### src/rtl/seq_shifter.sv
// ---------------------------------------------------------------------------
// seq_shifter
//   Bit-serial shifter: one bit position per clock. It gives the same results
//   as the combinational barrel shifter, but uses a single 1-bit shift stage
//   instead of a log-depth mux tree.
//
//   Fill rules:
//     right logical    : MSB <- 0
//     right arithmetic : MSB <- current MSB (sign replicate)
//     left  logical    : LSB <- 0
//     left  arithmetic : LSB <- current bit 0 (LSB replicate)
//
// Ports
//   clk        sole clock, rising edge
//   rst        asynchronous, active-high reset
//   in_valid   request carries a valid operand
//   in_ready   block is idle and can accept a request
//   i_data     operand
//   shamt      shift amount (0 .. 2^SHAMT_WIDTH-1)
//   L_R        1 = shift right, 0 = shift left
//   A_L        1 = arithmetic fill, 0 = logical (zero) fill
//   out_valid  data_out holds a completed result
//   out_ready  consumer accepts the result
//   data_out   shifted result, held until the next completion
//   busy       an operation is in flight or waiting to be consumed
// ---------------------------------------------------------------------------
module seq_shifter #(
    parameter int DATA_WIDTH  = 8,
    parameter int SHAMT_WIDTH = 3
) (
    input  logic                   clk,
    input  logic                   rst,
    input  logic                   in_valid,
    output logic                   in_ready,
    input  logic [DATA_WIDTH-1:0]  i_data,
    input  logic [SHAMT_WIDTH-1:0] shamt,
    input  logic                   L_R,
    input  logic                   A_L,
    output logic                   out_valid,
    input  logic                   out_ready,
    output logic [DATA_WIDTH-1:0]  data_out,
    output logic                   busy
);

    typedef enum logic [1:0] {
        IDLE  = 2'd0,
        SHIFT = 2'd1,
        DONE  = 2'd2
    } state_t;

    state_t                  state;
    state_t                  state_nxt;
    logic [SHAMT_WIDTH-1:0]  cnt;
    logic [DATA_WIDTH-1:0]   work;
    logic [DATA_WIDTH-1:0]   work_shifted;
    logic                    mode_right;
    logic                    mode_arith;
    logic                    accept;
    logic                    last_step;

    // One-position shift with the barrel shifter's fill rules.
    function automatic logic [DATA_WIDTH-1:0] shift_one(
        input logic [DATA_WIDTH-1:0] v,
        input logic                  right,
        input logic                  arith
    );
        logic fill;
        if (right) begin
            fill = arith ? v[DATA_WIDTH-1] : 1'b0;
            return {fill, v[DATA_WIDTH-1:1]};
        end else begin
            fill = arith ? v[0] : 1'b0;
            return {v[DATA_WIDTH-2:0], fill};
        end
    endfunction

    assign accept       = in_valid && (state == IDLE);
    assign last_step    = (state == SHIFT) && (cnt == SHAMT_WIDTH'(1));
    assign work_shifted = shift_one(work, mode_right, mode_arith);

    // All outputs are pure decodes of registered state.
    assign in_ready  = (state == IDLE);
    assign out_valid = (state == DONE);
    assign busy      = (state != IDLE);

    always_comb begin
        state_nxt = state;
        case (state)
            IDLE:    if (in_valid)  state_nxt = (shamt != '0) ? SHIFT : DONE;
            SHIFT:   if (last_step) state_nxt = DONE;
            DONE:    if (out_ready) state_nxt = IDLE;
            default: state_nxt = IDLE;
        endcase
    end

    // Control and visible result: cleared by reset so an aborted request
    // leaves nothing presentable behind.
    always_ff @(posedge clk or posedge rst) begin
        if (rst) begin
            state    <= IDLE;
            cnt      <= '0;
            data_out <= '0;
        end else begin
            state <= state_nxt;
            if (accept) begin
                cnt <= shamt;
                // Zero-length shift completes immediately with the operand.
                if (shamt == '0) data_out <= i_data;
            end else if (state == SHIFT) begin
                cnt <= cnt - 1'b1;
                // data_out only changes on completion, so it keeps the
                // previous result while the next one is being computed.
                if (last_step) data_out <= work_shifted;
            end
        end
    end

    // Working datapath: only meaningful while SHIFT, so no reset needed.
    always_ff @(posedge clk) begin
        if (accept) begin
            work       <= i_data;
            mode_right <= L_R;
            mode_arith <= A_L;
        end else if (state == SHIFT) begin
            work <= work_shifted;
        end
    end

endmodule

### config.mk
export PLATFORM = sky130hd
export DESIGN_NAME = seq_shifter
export DESIGN_NICKNAME = d
export VERILOG_FILES = /design/src/rtl/seq_shifter.sv
export SDC_FILE = /design/constraint.sdc
export NUM_CORES = 1
export LEC_CHECK = 0
export CORE_MARGIN = 3
export CORE_UTILIZATION = 44
export CTS_CLUSTER_DIAMETER = 150
export CTS_CLUSTER_SIZE = 16
export DETAILED_ROUTE_END_ITERATION = 8
export PLACE_DENSITY = 0.76
export SYNTH_ARGS = -nofsm -noshare
export SYNTH_HDL_FRONTEND = slang
export SYNTH_SLANG_ARGS = --single-unit
### constraint.sdc
create_clock -name clk -period 1.49 [get_ports clk]
set_input_delay 0.298 -clock clk [delete_from_list [all_inputs] [get_ports clk]]
set_output_delay 0.298 -clock clk [all_outputs]
set_load 0.005 [all_outputs]
==> results summary, run 1 <==
The least setup slack across all paths after layout is -0.1621 ns. The share of the synthesized area in the top cell type came out at 0.2584. After synthesis, the cell types taking the most area are sky130_fd_sc_hd__dfrtp_1 (26%), sky130_fd_sc_hd__edfxtp_1 (24%), sky130_fd_sc_hd__a21oi_1 (4.4%). For this configuration, the core starts out at a cell density of 0.4860.

Measured against its own limit, the worst slew margin works out to 0.6685. In this run the critical register-to-register path is launched from state[0]$_DFFE_PP0P_. The count of hold buffers inserted by post-cts repair came out at 0. The count of endpoints failing hold in the final timing report was 0.

The sequential fraction of the synthesis area came out at 0.4970. The count of final setup violators came out at 19. The CTS buffer count came out at 3. The total DRC errors in the routed layout is 0. Summed over all failing endpoints, the final setup total negative slack is -2.098 ns. The detailed-route via count came out at 1176. The share of total power dissipated in combinational logic is 0.569. The total number of placement rows is 18. The distinct cell type count of the synthesized netlist came out at 36. The proportion of synthesized flip-flops having asynchronous set or reset came out at 0.5652. The share of layout cells above drive strength 1 is 0.3729.

The total routing usage reported by global routing is 0.2059. The fraction of the cycle the final worst path needs came out at 1.109. The port buffer count came out at 27.

The TritonCTS sink count is 23. The die width came out at 59.49 um. STA classifies the critical path endpoint as a flip-flop. The global placement routability congestion is 0.8633.

For the worst setup path, the data arrival time is 1.73 ns. The number of max-capacitance violations reported is 0. The antenna cell count is 0. The layout overhead on the synthesized area came out at 53.28%. The maximum VDD drop came out at 1258 uV.

The mean instance size in the synthesized netlist came out at 10.49 sq um. The register bit total from synthesis is 23. The leading register cell type out of synthesis is sky130_fd_sc_hd__dfrtp_1. The average detailed-routed wire length per instance is 17.00 um. The slack of the worst reg-to-reg path came out at -0.16 ns. The post-synthesis cell area came out at 1259 sq um. The fraction of power spent switching nets is 0.3748. The most area-hungry cell type in the Yosys netlist is sky130_fd_sc_hd__dfrtp_1. The sequential group share of total power came out at 0.347. The total count of max-transition violations in the final report came out at 0.

The overall power after layout is 3.507 mW. The post-synthesis instance total is 120. The synthesized net count came out at 139. The type of element launching the critical path is a flip-flop. The die area is 3538 sq um. In this run the worst path has a maximum fanout of 5.

Of the total power, the clock network draws 0.084. The class of the tightest hold or removal check is in2async. By startpoint and endpoint, the worst setup path is classified as reg2reg. The final layout contains 197 nets. The root buffer cell chosen for the clock tree is sky130_fd_sc_hd__clkbuf_4. Broken down by cell family, the worst path's largest delay share belongs to simple AND/OR/NAND/NOR gates.

The launch point of the worst path is state[0]$_DFFE_PP0P_. The number of routed nets with antenna violations is 0. The placed wire-length estimate came out at 2381 um. The setup slack after placement came out at -0.4479 ns.

The most frequently used cell type in the post-synthesis netlist is sky130_fd_sc_hd__nor2_1. The clock tree from TritonCTS is yes. The depth of the CTS H-tree came out at 1.

The critical path runs through a total of 6 cells. The run finished, with violations left. The endpoint identified for the worst register-to-register timing path is work[1]$_DFFE_PP_. Walking the worst path, the cells encountered are buf_6 > or3b_4 > buf_4 > buf_4 > nor2_1 > nor2_1. The critical path contains buffers and inverters numbering 3 combined.

The worst hold-check slack came out at 0.2768 ns. The area of the core region came out at 2590 sq um. The worst endpoint required time came out at 1.57 ns. The number of cells traversed by the worst register-to-register path came out at 6. For this run, the slowest stage of the critical path takes 0.42 ns. Clock skew on the completed layout was measured at 0.01131 ns. Based on the critical path, the design can be clocked at up to 605.3 MHz. Summed over all cells, the static leakage comes to 0.8327 nW. The commonest cells after synthesis are sky130_fd_sc_hd__nor2_1 (14), sky130_fd_sc_hd__dfrtp_1 (13), sky130_fd_sc_hd__a21oi_1 (11). The count of flip-flops with a built-in enable after synthesis came out at 10. After clock tree synthesis, the clock-pin slew on the worst setup and hold paths is 0.13 ns.

The checks that failed: setup timing. The minimum period implied by the final worst setup slack came out at 1.652 ns. The global-route wire length before repair came out at 5299 um. In the routed layout, each cell is associated on average with a via count of 5.681. The top-level port count came out at 28. The later pin in the worst-skew pair is clocked with a latency of 0.32 ns. The power per standard cell area came out at 1818 nW/um^2. Setup repair after global routing could not meet its margin everywhere. The length of the first detailed-routing pass in iterations is 4. The worst-margin pin slew came out at 0.4967 ns. The maximum clock path buffer count is 2. The critical-path cell with the highest stage delay is sky130_fd_sc_hd__dfrtp_1. After detailed routing, the total wire length is 3519 um. The starting DRC count in detailed routing came out at 49.

The maximum number of pins on one net before global-route repair came out at 14. The via count of the first global-routing pass came out at 1148. Measured on the finished design, the core utilization comes to 0.7449. For this run, the number of Yosys warnings is 0. The cell-internal power is 2.192 mW. The initial antenna violation count came to 0.

In this run the power spent charging and discharging nets is 1.314 mW. The die boundary height is 59.49 um. After global routing the overflow that remains totals 0.
==> cells in the final DEF (no fill, tap or decap), drive strengths merged, types with 2 or more instances in the layout <==
cell	instances
a21oi	12
edfxtp	10
nor3	7
clkdlybuf4s50	16
clkinv	2
buf	37
o21ai	3
dfrtp	13
mux2	2
inv	10
dlygate4sd2	9
mux2i	5
a311oi	5
nor2	14
and3	2
a211oi	6
a221o	2
clkbuf	3
nand3	2
o22ai	4
ha	2
==> registers in the layout, indices dropped and copies added, names as in the netlist <==
name	flops
work	8
data_out	8
state	2
cnt	3
mode_right	1
mode_arith	1
==> power by group through the flow <==
stage                     Clock (mW)  Combinational (mW)  Sequential, mW
after floorplan                    0               0.875            1.19
after detailed placement           0                1.70            1.23
after CTS                      0.309                1.82            1.20
after global routing           0.327                2.18            1.25
final                          0.295                1.99            1.22
after global placement             0                1.66            1.21
==> area by class of cell <==
cell class                 instances  area [sq um]
fill                             183         660.6
tap                               30         37.54
inverter                          11         53.80
clock buffer                       3         22.52
multi-input combinational         77         645.6
timing repair buffer              62         539.3
clock inverter                     1         5.005
sequential                        23         625.6
==> worst reg2reg max path: stages, from the launching register on <==
cell                      delay, ns
sky130_fd_sc_hd__dfrtp_1       0.42
sky130_fd_sc_hd__buf_6         0.13
sky130_fd_sc_hd__or3b_4        0.40
sky130_fd_sc_hd__buf_4         0.17
sky130_fd_sc_hd__buf_4         0.13
sky130_fd_sc_hd__nor2_1        0.11
sky130_fd_sc_hd__nor2_1        0.05
==> layer usage <==
layer	part of all wire	global-route usage	wire length, um
met2	0.52	0.3432	1837
met4	0.019	0.07443	66
met3	0.057	0.05882	199
met1	0.40	0.2514	1415
met5	0	0	0
==> worst max path at each step <==
| stage | endpoint | slack (ns) |
|---|---|---|
| finish | work[1]$_DFFE_PP_ | -0.16 |
| global route | work[1]$_DFFE_PP_ | -0.21 |
| CTS | data_out[7]$_DFFE_PP0P_ | -0.13 |
| detailed placement | data_out[3]$_DFFE_PP0P_ | -0.45 |
| global placement | data_out[7]$_DFFE_PP0P_ | -0.43 |
| floorplan | data_out[7]$_DFFE_PP0P_ | 0.01 |
==> what timing repair did <==
item | 4_1_cts | 5_1_grt
resized for setup | 32 | 16
cloned | 1 | 1
pin swaps | 3 | 3
setup endpoints to repair | 26 | 22
setup buffers | 8 | 1
==> stage by stage <==
step                std cells  area, sq um
detailed placement        192         1717
finish                    207         1929
CTS                       205         1844
global placement          192         1717
floorplan                 120         1265
global route              207         1929
==> cell families after synthesis <==
logic type / after synthesis / share of synthesized area
AOI/OAI and AO/OA: 36 / 0.2048
adders and majority gates: 2 / 0.01988
buffers and inverters: 20 / 0.08151
DFF: 23 / 0.4970
muxes: 7 / 0.05765
and+or+nand+nor: 32 / 0.1392
(Power assumes the default switching activity.)
==> inputs of run 2 (changes only) <==
CAP_MARGIN = 30   (was unset)
==> results of run 2 <==
No change in the layout: final DEF, timing and power equal those of run 1.
==> inputs of run 3 (changes only) <==
ABC_AREA = 1   (was unset)
CORE_UTILIZATION = 40   (was 44)
PLACE_DENSITY = 0.71   (was 0.76)
SLEW_MARGIN = 30   (was unset)
==> run 3 against run 2 <==
  * The run now ends clean
  * Maximum frequency is 17% higher
  * Synthesized cell count is 19% higher
  * Power is 11% lower
  * Clock-buffer cell count is 1 higher
  * Critical path depth is 2 lower
  * Utilization is 17 points lower
  * First-iteration DRC count is 18% lower
  * Critical endpoint is now busy
==> results summary, run 3 <==
The sequential fraction of the synthesis area came out at 0.5198. Entering global routing, the biggest net connects 14 pins. Counting flops with a built-in enable in the synthesized netlist gives 10. The part of the power in the clock network came out at 0.094. The fraction of the cycle the final worst path needs is 0.9504.

The number of nets in the final layout came out at 203. The post-route clock skew is 0.001767 ns. The count of endpoints failing hold in the final timing report came out at 0. The biggest area contributor in the post-synthesis netlist is sky130_fd_sc_hd__dfrtp_1. The maximum clock path buffer count is 2. TritonCTS built the clock tree.

sky130_fd_sc_hd__nand2_1 is the most common cell in the netlist. The number of routed nets with antenna violations is 0. The die width came out at 60.86 um. In the synthesized netlist the async set-or-reset flop fraction comes to 0.5652. The die boundary height came out at 60.86 um. The type of element launching the critical path is a flip-flop. For this run, design rule violations remaining after detail routing come to 0.

Data on the critical path is required at its endpoint by 1.19 ns. The source-to-sink clock delay at the later pin of the worst-skew pair came out at 0.31 ns. The detailed router placed 1019 vias in this run. The TritonCTS sink count is 23. Setup repair after global routing left no endpoint under its margin.

In this run the worst hold path is classified as in2async. The global-route wire length before repair came out at 4450 um. For this run, the number of Yosys warnings is 0. The share of total power dissipated in sequential elements is 0.388. The starting DRC count in detailed routing came out at 40. The via count of the first global-routing pass was 960. The top-level port count is 28. The top achievable clock speed came out at 706.2 MHz.

After detailed routing, the average wire length per cell comes to 12.19 um. The flow ran to the end, and the final reports show no timing, DRC or antenna violations. The count of hold buffers inserted by post-cts repair is 0.

The initial antenna violation count came out at 0. The layout overhead on the synthesized area came out at 33.26%. The register bit total from synthesis is 23. The cell count after placement came out at 204. Of the total power, the share spent switching nets is 0.4019. The critical path arrival came out at 1.12 ns.

The nature of the critical path endpoint is a primary output. The largest registers in the layout are data_out (8), work (8), cnt (3). The region available for standard cell placement spans 2805 sq um. The sum of negative setup slack is 0 ns.

Summing all placed instances gives a cell area of 1525 sq um. The total count of max-transition violations in the final report came out at 0. For the pin with the worst max-slew slack, the measured transition is 0.5001 ns. The antenna cell count came out at 0.

The finished layout cell area came out at 1604 sq um. After detailed routing, the number of vias per cell comes to 4.762. The die area came out at 3703 sq um. The net switching power came out at 1.261 mW.

The count of final setup violators came out at 0. The overall power after layout is 3.138 mW. The maximum fanout along the worst path came out at 2. Synthesis produced a netlist with a net count of 162. The placed wire-length estimate came out at 1964 um. Among all flip-flop cells after synthesis, the most frequent one is sky130_fd_sc_hd__dfrtp_1. The setup path with the least slack is of type reg2out. The logic gate share of total power came out at 0.518.

Headroom to the max-slew limit came out at 0.6662. By area the synthesized netlist is led by sky130_fd_sc_hd__dfrtp_1 (27%), sky130_fd_sc_hd__edfxtp_1 (25%), sky130_fd_sc_hd__nand2_1 (22%). The share of layout cells above drive strength 1 is 0.1913. In this run the clock root is driven by a sky130_fd_sc_hd__clkbuf_4. The initial utilization of the core area, before any placement, comes to 0.4291. The power per standard cell area is 1956 nW/um^2. The top cell types in the final layout, fill and taps aside, are sky130_fd_sc_hd__nand2_1 (68), sky130_fd_sc_hd__clkdlybuf4s50_1 (16), sky130_fd_sc_hd__nand3_1 (14), sky130_fd_sc_hd__dfrtp_1 (12), sky130_fd_sc_hd__edfxtp_1 (10).

The number of max-capacitance violations reported is 0. The length of the first detailed-routing pass in iterations is 4. The core occupancy in the finished layout is 0.5718. The mean instance size in the synthesized netlist is 8.417 sq um.

Once layout is complete, the cells apart from fillers number 214. The total number of placement rows is 19. The most common cell after layout, fill and taps aside is sky130_fd_sc_hd__nand2_1.

The cell leakage power came out at 0.8404 nW. The final layout contains routed wiring with a total length of 2609 um. The post-synthesis instance total is 143. The port buffer count is 27.

The distinct cell type count of the synthesized netlist came out at 15. The share of the synthesized area in the top cell type came out at 0.2703. In this run the number of H-tree levels came out at 1. The maximum VDD drop came out at 988.7 uV. The cell area that synthesis handed to floorplanning was 1204 sq um. The cell-internal power came out at 1.877 mW.

The total routing usage reported by global routing is 0.1637. The CTS buffer count came out at 3. Global routing finished with a remaining overflow of 0. Clock-pin slew was measured on the worst setup and hold paths at 0.13 ns. Sorting the synthesized cells by how often they occur yields sky130_fd_sc_hd__nand2_1 (69), sky130_fd_sc_hd__nand3_1 (14), sky130_fd_sc_hd__dfrtp_1 (13). The minimum period implied by the final worst setup slack is 1.416 ns.

The global placement routability congestion came out at 0.8585.
==> run 3: layer usage <==
| layer | GRT usage | wire, um | up-vias | part of all wire |
|---|---|---|---|---|
| met1 | 0.2313 | 1206 | 466 | 0.46 |
| met3 | 0.04043 | 128 | 2 | 0.049 |
| met4 | 0.03715 | 13 | 0 | 0.0050 |
| met2 | 0.2550 | 1261 | 24 | 0.48 |
| met5 | 0 | 0 | - | 0 |
| li1 | - | - | 527 | - |
==> run 3: what timing repair did <==
item,CTS,global route
resized for setup,20,8
setup endpoints to repair,11,19
buffers inserted,5,1
pin swaps,2,2
==> run 3: cell families (layout without fill, tap and decap cells) <==
family	Yosys count	after routing	synth area share
AND/OR/NAND/NOR	98	98	0.3701
flip-flops	23	23	0.5198
AO/OA/AOI/OAI	4	4	0.01663
buffers and inverters	15	55	0.06548
adder cells (fa/ha/maj)	2	2	0.02079
XOR/XNOR	1	1	0.007278
==> run 3: area by class of cell <==
cell class / count / area (sq um)
flip-flops and latches: 23 / 626.9
clock buffers: 4 / 26.28
well taps: 31 / 38.79
fillers: 278 / 1201
inverters: 13 / 60.06
repair buffers: 38 / 347.8
multi-input cells: 105 / 504.2
==> run 3: per-stage QoR <==
step	worst slack [ns]	hold WS, ns
detailed placement	-0.08496	0.4775
global route	0.003323	0.3225
CTS	0.006926	0.3083
finish	0.07393	0.3014
global placement	-0.05109	0.4719
floorplan	0.08879	0.1750
==> run 3: path summary, 6_finish.rpt <==
check                                     start  slack (ns)                       to  depth (start not counted)
max                        state[1]$_DFFE_PP0P_        0.07                     busy                          4
min                                         rst        0.30  data_out[7]$_DFFE_PP0P_                          2
max reg2reg                state[1]$_DFFE_PP0P_        0.12  data_out[1]$_DFFE_PP0P_                          8
min reg2reg                  cnt[1]$_DFFE_PP0P_        0.51       cnt[1]$_DFFE_PP0P_                          2
max in group asynchronous                   rst        0.83     state[1]$_DFFE_PP0P_                          2
min in group clk             cnt[1]$_DFFE_PP0P_        0.51       cnt[1]$_DFFE_PP0P_                          2
==> run 3: power groups by stage <==
| stage | registers, mW | clock network (mW) | logic [mW] |
|---|---|---|---|
| floorplan | 1.20 | 0 | 0.954 |
| global route | 1.26 | 0.325 | 1.84 |
| CTS | 1.21 | 0.302 | 1.56 |
| global placement | 1.23 | 0 | 1.47 |
| finish | 1.22 | 0.294 | 1.63 |
| detailed placement | 1.24 | 0 | 1.52 |
==> run 3: critical path, stage by stage, from the launching register on <==
cell	delay, ns
sky130_fd_sc_hd__dfrtp_2	0.46
sky130_fd_sc_hd__buf_6	0.13
sky130_fd_sc_hd__inv_2	0.06
sky130_fd_sc_hd__nand2_2	0.05
sky130_fd_sc_hd__buf_2	0.12
